**src/rtl/des_sbox_scheduler_if.sv**
```systemverilog
// Handshake and S-box port bundle for des_sbox_scheduler. The slave side is the scheduler.
// DES bit numbering is MSB-first, so the data fields use ascending ranges.
interface des_sbox_scheduler_if #(
    parameter int SEL_W = 3
);
    logic             in_valid;
    logic             in_ready;
    logic [1:48]      in_data;
    logic [SEL_W-1:0] sbox_sel;
    logic [1:6]       sbox_in;
    logic [1:4]       sbox_out;
    logic             out_valid;
    logic             out_ready;
    logic [1:32]      out_data;
    logic             busy;

    modport slave (
        input  in_valid, in_data, sbox_out, out_ready,
        output in_ready, sbox_sel, sbox_in, out_valid, out_data, busy
    );

    modport master (
        output in_valid, in_data, sbox_out, out_ready,
        input  in_ready, sbox_sel, sbox_in, out_valid, out_data, busy
    );
endinterface

```
**src/rtl/des_sbox_scheduler.sv**
```systemverilog
// Time-shares one S-box lookup port across S1..S8 for a single DES round function.
// Define SBOX_SCHED_REG_LOOKUP_EN when the S-box port has one cycle of read latency.
module des_sbox_scheduler #(
    parameter int NUM_SBOX = 8,
    parameter int SEL_W    = 3
) (
    input  logic                clk,
    input  logic                rst,
    des_sbox_scheduler_if.slave bus
);

`ifdef SBOX_SCHED_REG_LOOKUP_EN
    // One extra cycle drains the registered port; the counter needs one more bit.
    localparam int               CNT_W = SEL_W + 1;
    localparam logic [CNT_W-1:0] LAST  = CNT_W'(NUM_SBOX);
`else
    localparam int               CNT_W = SEL_W;
    localparam logic [CNT_W-1:0] LAST  = CNT_W'(NUM_SBOX - 1);
`endif

    typedef enum logic [1:0] {
        IDLE,
        LOOKUP,
        DONE
    } state_e;

    state_e           state_q, state_d;
    logic [CNT_W-1:0] cnt_q, cnt_d;
    logic [1:48]      data_q, data_d;
    logic [3:0]       nib_q [NUM_SBOX];
    logic [3:0]       nib_d [NUM_SBOX];

    logic [1:6]       chunk [NUM_SBOX];
    logic [1:32]      out_w;
    logic [SEL_W-1:0] addr_idx;
    logic [SEL_W-1:0] cap_idx;
    logic             addr_vld;
    logic             cap_vld;
    logic             in_rdy;

    always_comb begin
        chunk = '{default: '0};
        out_w = '0;
        for (int k = 0; k < NUM_SBOX; k++) begin
            chunk[k]          = data_q[6*k+1 +: 6];
            out_w[4*k+1 +: 4] = nib_q[k];
        end
    end

    assign addr_idx = cnt_q[SEL_W-1:0];

`ifdef SBOX_SCHED_REG_LOOKUP_EN
    // Cycle i drives address i and captures the data returned for address i-1.
    assign addr_vld = !cnt_q[SEL_W];
    assign cap_vld  = (cnt_q != '0);
    assign cap_idx  = SEL_W'(cnt_q - 1'b1);
`else
    assign addr_vld = 1'b1;
    assign cap_vld  = 1'b1;
    assign cap_idx  = cnt_q;
`endif

    assign in_rdy = (state_q == IDLE) && !rst;

    always_comb begin
        state_d = state_q;
        cnt_d   = cnt_q;
        data_d  = data_q;
        nib_d   = nib_q;
        case (state_q)
            IDLE: begin
                if (bus.in_valid && in_rdy) begin
                    data_d  = bus.in_data;
                    cnt_d   = '0;
                    state_d = LOOKUP;
                end
            end
            LOOKUP: begin
                if (cap_vld) nib_d[cap_idx] = bus.sbox_out;
                if (cnt_q == LAST) state_d = DONE;
                else               cnt_d   = cnt_q + 1'b1;
            end
            DONE: begin
                if (bus.out_ready) state_d = IDLE;
            end
            default: state_d = IDLE;
        endcase
    end

    always_ff @(posedge clk) begin
        if (rst) begin
            state_q <= IDLE;
            cnt_q   <= '0;
            data_q  <= '0;
            for (int k = 0; k < NUM_SBOX; k++) nib_q[k] <= '0;
        end else begin
            state_q <= state_d;
            cnt_q   <= cnt_d;
            data_q  <= data_d;
            nib_q   <= nib_d;
        end
    end

    // Address lines are parked at zero whenever no lookup is being issued.
    assign bus.sbox_sel  = (state_q == LOOKUP && addr_vld) ? addr_idx : '0;
    assign bus.sbox_in   = (state_q == LOOKUP && addr_vld) ? chunk[addr_idx] : '0;
    assign bus.in_ready  = in_rdy;
    assign bus.out_valid = (state_q == DONE);
    assign bus.out_data  = out_w;
    assign bus.busy      = (state_q != IDLE);

    a_out_hold: assert property (@(posedge clk) disable iff (rst)
        bus.out_valid && !bus.out_ready |=> bus.out_valid && $stable(bus.out_data));

    a_ready_idle: assert property (@(posedge clk) disable iff (rst)
        !(bus.in_ready && bus.busy));

endmodule

```
**src/flat_wrapper.sv**
```systemverilog
// flat-port wrapper written by rule: the top's interface ports become plain ports
module des_sbox_scheduler_flat 
#(
    parameter int NUM_SBOX = 8,
    parameter int SEL_W    = 3
)
  (clk, rst, bus_in_valid, bus_in_data, bus_sbox_out, bus_out_ready, bus_in_ready, bus_sbox_sel, bus_sbox_in, bus_out_valid, bus_out_data, bus_busy);
  des_sbox_scheduler_if #(.SEL_W(SEL_W)) bus_i ();
  input  logic clk;
  input  logic rst;
  input wire logic [$bits(bus_i.in_valid)-1:0] bus_in_valid;
  input wire logic [$bits(bus_i.in_data)-1:0] bus_in_data;
  input wire logic [$bits(bus_i.sbox_out)-1:0] bus_sbox_out;
  input wire logic [$bits(bus_i.out_ready)-1:0] bus_out_ready;
  output wire logic [$bits(bus_i.in_ready)-1:0] bus_in_ready;
  output wire logic [$bits(bus_i.sbox_sel)-1:0] bus_sbox_sel;
  output wire logic [$bits(bus_i.sbox_in)-1:0] bus_sbox_in;
  output wire logic [$bits(bus_i.out_valid)-1:0] bus_out_valid;
  output wire logic [$bits(bus_i.out_data)-1:0] bus_out_data;
  output wire logic [$bits(bus_i.busy)-1:0] bus_busy;
  assign bus_i.in_valid = bus_in_valid;
  assign bus_i.in_data = bus_in_data;
  assign bus_i.sbox_out = bus_sbox_out;
  assign bus_i.out_ready = bus_out_ready;
  assign bus_in_ready = bus_i.in_ready;
  assign bus_sbox_sel = bus_i.sbox_sel;
  assign bus_sbox_in = bus_i.sbox_in;
  assign bus_out_valid = bus_i.out_valid;
  assign bus_out_data = bus_i.out_data;
  assign bus_busy = bus_i.busy;
  des_sbox_scheduler #(.NUM_SBOX(NUM_SBOX), .SEL_W(SEL_W)) u_core (.clk(clk), .rst(rst), .bus(bus_i));
endmodule
```
**config.mk**
```make
export PLATFORM = sky130hd
export DESIGN_NAME = des_sbox_scheduler_flat
export DESIGN_NICKNAME = d
export VERILOG_FILES = /design/src/rtl/des_sbox_scheduler_if.sv /design/src/rtl/des_sbox_scheduler.sv /design/src/flat_wrapper.sv
export SDC_FILE = /design/constraint.sdc
export NUM_CORES = 1
export LEC_CHECK = 0
export BUFFER_PORTS_ARGS = -buffer_cell sky130_fd_sc_hd__buf_2
export CAP_MARGIN = 10
export CELL_PAD_IN_SITES_DETAIL_PLACEMENT = 0
export CELL_PAD_IN_SITES_GLOBAL_PLACEMENT = 1
export CORE_MARGIN = 2
export CORE_UTILIZATION = 30
export CTS_CLUSTER_DIAMETER = 120
export DETAILED_ROUTE_END_ITERATION = 10
export GPL_ROUTABILITY_DRIVEN = 0
export GPL_TIMING_DRIVEN = 0
export PLACE_DENSITY = 0.75
export SYNTH_ARGS = -nofsm -noshare
export SYNTH_HDL_FRONTEND = slang
export SYNTH_SLANG_ARGS = --single-unit
```
**constraint.sdc**
```tcl
create_clock -name clk -period 1.4 [get_ports clk]
set_input_delay 0.14 -clock clk [delete_from_list [all_inputs] [get_ports clk]]
set_output_delay 0.14 -clock clk [all_outputs]
set_load 0.005 [all_outputs]
```
Word-level counts from Yosys, hierarchy flattened --
Index checks and enable logic that the tools add are counted.
Word-level totals: register bits 85, input port bits 56, output and inout port bits 44, logic and storage cells 47
Cells by class: $add $sub $neg 1, magnitude comparators 2, equality and inequality tests 7, multiplexer cells 15, bitwise gates (word level) 1, reductions and logical operators 10
Operators by type and width (number):
- bitwise mux 32 bit | 1
- binary-select mux 6 bit (select 3 bit) | 1
- 2-to-1 mux 6 bit | 3
- demux 4 bit (select 3 bit) | 1
- 2-to-1 mux 3 bit | 3
- 2-to-1 mux 2 bit | 3
- inequality test 2 bit (second input constant) | 3
- case mux 2 bit (3 select lines) | 1
- case mux 3 bit (2 select lines) | 1
- AND reduction 3 bit | 2
- greater-or-equal comparator 4 bit (second input constant) | 1
- less-than comparator 4 x 1 -> 1 bit (second input constant) | 1
- 2-to-1 mux 4 bit | 1
- NOT 3 -> 4 bit | 1
- nonzero test 2 bit | 2
- adder 3 x 1 -> 3 bit (second input constant) | 1
- == test 3 bit (second input constant) | 1
- logical AND 1 bit | 3
- == test 2 x 1 -> 1 bit (second input constant) | 1
- == test 2 bit (second input constant) | 1
- logical NOT 2 bit | 1
- inequality test 2 x 1 -> 1 bit (second input constant) | 1
- AND reduction 2 bit | 1
- logical NOT 1 bit | 1

Logic depth before layout (Yosys ltp) --
depth in word-level cells 6, mapped depth 6, gate-level depth less buffers 5

Worst setup path after synthesis --
No wires, ideal clock.
path type flip-flop to output port, start register u_core.cnt_q[0] (netlist: u_core.addr_idx[0]), end output bus_sbox_in[0], arrival time 1.283 ns, path slack -0.023 ns, stages on the path, launching flop included 6, path through dfxtp_1 buf_2 buf_2 mux2i_1 o22ai_1 o21a_1
Between the ends: word-level cells in the longest chain between the ends 5
RTL lines:
- start, declared | RTL line des_sbox_scheduler.sv:28 | logic [CNT_W-1:0] cnt_q, cnt_d;
- start signal, assigned | RTL line des_sbox_scheduler.sv:98 | cnt_q <= cnt_d;
- NOT 3 -> 4 bit (implied by the code) | RTL line des_sbox_scheduler.sv:106 | assign bus.sbox_in = (state_q == LOOKUP && addr_vld) ? chunk[addr_idx] : '0;
- binary-select mux 6 bit (select 3 bit) | RTL line des_sbox_scheduler.sv:106
- 2-to-1 mux 6 bit (implied by the code) (2 in a row) | RTL line des_sbox_scheduler.sv:106
- 2-to-1 mux 6 bit | RTL line des_sbox_scheduler.sv:106
- end, declared | RTL line flat_wrapper.sv:17 | output wire logic [$bits(bus_i.sbox_in)-1:0] bus_sbox_in;
Every way passes these cells. The select of a mux whose other input is x is not followed.

Final worst setup path --
start register u_core.cnt_q[0] (netlist: u_core.addr_idx[0]), end output bus_sbox_in[3]
The elaborated chain is that of the path after synthesis.

==> out/qor.yml <==
io_pins: 100
synth_top_family_by_area: "simple AND/OR/NAND/NOR gates"
powerDensity_mw_per_mm2: 984
clock_latency_ns: 0.33
power_frac_seq_pct: 45.1
areaGrowthSynthToFinish_pct: 56.8
synth_cell_types: 31
design_area_mm2: 0.00591
dieWidth_um: 116
seq_area_frac_synth_pct: 45.2
clkTransAtPathRegs_ns: 0.07
port_buffers: 95
place_hpwl_um: 8010
cts_buffer_depth: 2
worstMarginPinSlew_ns: 0.484
max_freq_ghz: 0.536
synth_edf_count: 0
yosys.area_share.xor_xnor_pct: 0
drc: 0
required_ns: 1.26
cp_cell_sequence: "buf_12, clkbuf_16, mux2i_2, o22ai_1, o21a_1, buf_2"
status: "finished with violations"
cts.sink_count: 85
synth_top_area_share_pct: 45.2
start_util_pct: 31.1
antennaDiodeCount: 0
vias: 3705
min_period_ns: 1.86
p_leak_nw: 2.33
synthMuxAreaShare_pct: 6.38
ys_seq_elements: 85
fp.dieH_um: 116
synth_warnings: 0
synthFlopType: "dfxtp_1"
syn_avg_cell_area_um2: 8.35
ir_drop_uv: 650
crit_family: "buffers and inverters"
hold_class: "in -> reg"
synth-compound-area-share_pct: 19.0
synth_area_mm2: 0.00377
slowest_delay_ns: 0.36
drv_slew: 0
fin_crit_sh_pct: 133
setup_violations: 55
grt_max_degree: 16
synth_common_cells: "dfxtp_1 (85), o21ai_0 (76), nand2_1 (53), nand2b_1 (52), a21oi_1 (36)"
critPathKind: "reg -> out"
dp_worst_setup_slack_ns: -0.437
syn_inst: 451
htreeDepth: 3
p_int_mw: 4.26
grt_pass1_vias: 3471
placed_cell_area_mm2: 0.00446
first_pass_iters: 4
nets: 656
antenna_left: 0
antenna_found_initial: 0
drt-wirelength-per-cell_um: 15.5
maxSlewHeadroom_pct: 67.8
root_buffer: "clkbuf_16"
violations: "negative setup slack"
totalWireLength_um: 12000
grt_pass1_wl_um: 17400
critPathMaxFanout: 6
power.total_mw: 5.81
max_cap_violations: 0
synth_fp_nets: 509
synth_top_area_cell: "dfxtp_1"
fp.dieArea_mm2: 0.0135
crit_path_start_kind: "flop"
p_comb_share_pct: 16.5
grt_use_total_pct: 16.7
crit_path_end_kind: "output pin"
grt_setup_unrepaired: "true"
cts_tree: "yes"
grt-ovfl-total: 0
synthSimpleGateAreaFrac_pct: 23.7
slowest_stage: "dfxtp_2"
yosysMostFrequentCell: "dfxtp_1"
num_rows: 40
clkPwrFrac_pct: 38.4
switching_share_pct: 26.7
core_mm2: 0.0121
drtIter0Drc: 295
timing.critical_path.buf_inv: 3
drive_gt1_share_pct: 41.6
synth_fa_ha_area_share_pct: 0.664
hold_viol: 0
numCtsBuffers: 9
async_flop_share_pct: 0
synth_area_leaders: "dfxtp_1 (45%), o21ai_0 (10%), nand2b_1 (8.6%)"
viasPerCell: 4.81
skew_ns: 0.00654
p_switching_mw: 1.55
fin_ws_ns: -0.465
arrival_ns: 1.72
[cells by family (layout without fill, tap and decap cells)]
family	after synthesis	after routing
AO/OA/AOI/OAI	135	135
adder cells (fa/ha/maj)	2	2
buffers and inverters	42	194
flip-flops	85	85
multiplexers	24	24
AND/OR/NAND/NOR	163	163
[per-layer routing]
metal	track usage [%]	routed length (µm)	vias to the layer above
met5	0	0	-
met1	22.3	5440	1717
met2	27.0	5710	112
li1	-	-	1860
met4	6.11	214	0
met3	3.09	605	16
[final cells by class]
| type | instances | area [µm²] |
|---|---|---|
| fill | 1177 | 6200 |
| multi-input combinational | 324 | 2300 |
| sequential | 85 | 1720 |
| timing repair buffer | 141 | 1050 |
| buffer | 36 | 355 |
| clock buffer | 10 | 229 |
| tap | 168 | 210 |
| clock inverter | 6 | 46.3 |
| inverter | 1 | 3.75 |
[sequential cells by signal, summed over array words and instances (netlist names)]
register             cells
u_core.state_q           2
u_core.chunk            48
u_core.addr_idx          3
u_core.bus.out_data     32
[tightest hold or removal path, stage by stage]
cell and delay (ns):
buf_2 0.08, nand2_1 0.04, o21ai_1 0.06
[layout by cell type (no fill, tap or decap), types with 4 or more instances in the layout]
cell type	instances
clkbuf_1	9
nand2_2	15
o21ai_0	14
buf_8	7
nand3b_1	4
nand2_1	29
nand2b_1	50
a21oi_1	33
dfxtp_1	80
dlygate4sd3_1	13
o21ai_1	54
mux2i_1	11
buf_12	5
nand2_4	9
nand3_1	32
o22ai_1	8
o21a_1	6
mux2i_4	8
buf_2	95
clkbuf_4	4
clkbuf_16	15
buf_6	20
buf_4	15
o21ai_2	12
mux2i_2	5
[power by group through the flow]
| stage | sequential (mW) | clock (mW) | combinational [mW] |
|---|---|---|---|
| 4_1_cts | 2.62 | 2.28 | 0.726 |
| 2_1_floorplan | 2.64 | 0 | 0.360 |
| 6_report | 2.62 | 2.23 | 0.959 |
| 3_3_place_gp | 2.65 | 0 | 0.569 |
| 5_1_grt | 2.63 | 2.38 | 1.03 |
| 3_5_place_dp | 2.66 | 0 | 0.576 |
[through the flow]
stage	utilization (%)	setup TNS (ns)	hold WS (ns)	instances
after floorplan	-	0	0.249	451
after global placement	36.8	-18.25	0.338	714
after detailed placement	36.8	-20.15	0.341	714
after CTS	43.3	-2.98	0.000731	752
after global routing	48.8	-7.40	0.0171	771
final	48.8	-4.17	0.0103	771
[path summary, 6_finish.rpt]
path	startpoint	endpoint	slack, ns	depth (start not counted)
worst max-delay path	u_core.addr_idx[0]	bus_sbox_in[3]	-0.46	6
worst min-delay path	bus_in_data[15]	u_core.chunk[15]	0.01	3
worst max register to register	u_core.addr_idx[0]	u_core.addr_idx[2]	-0.07	6
worst min register to register	u_core.chunk[36]	u_core.chunk[36]	0.46	2
[what timing repair did]
action,in CTS,in global routing
hold buffers,13,0
endpoints found under the setup margin,94,65
gates cloned,2,9
resized for setup,76,183
endpoints found under the hold margin,13,0
setup buffers,10,12
pin swaps,9,36
No activity file was read; power rests on OpenSTA's default activity.
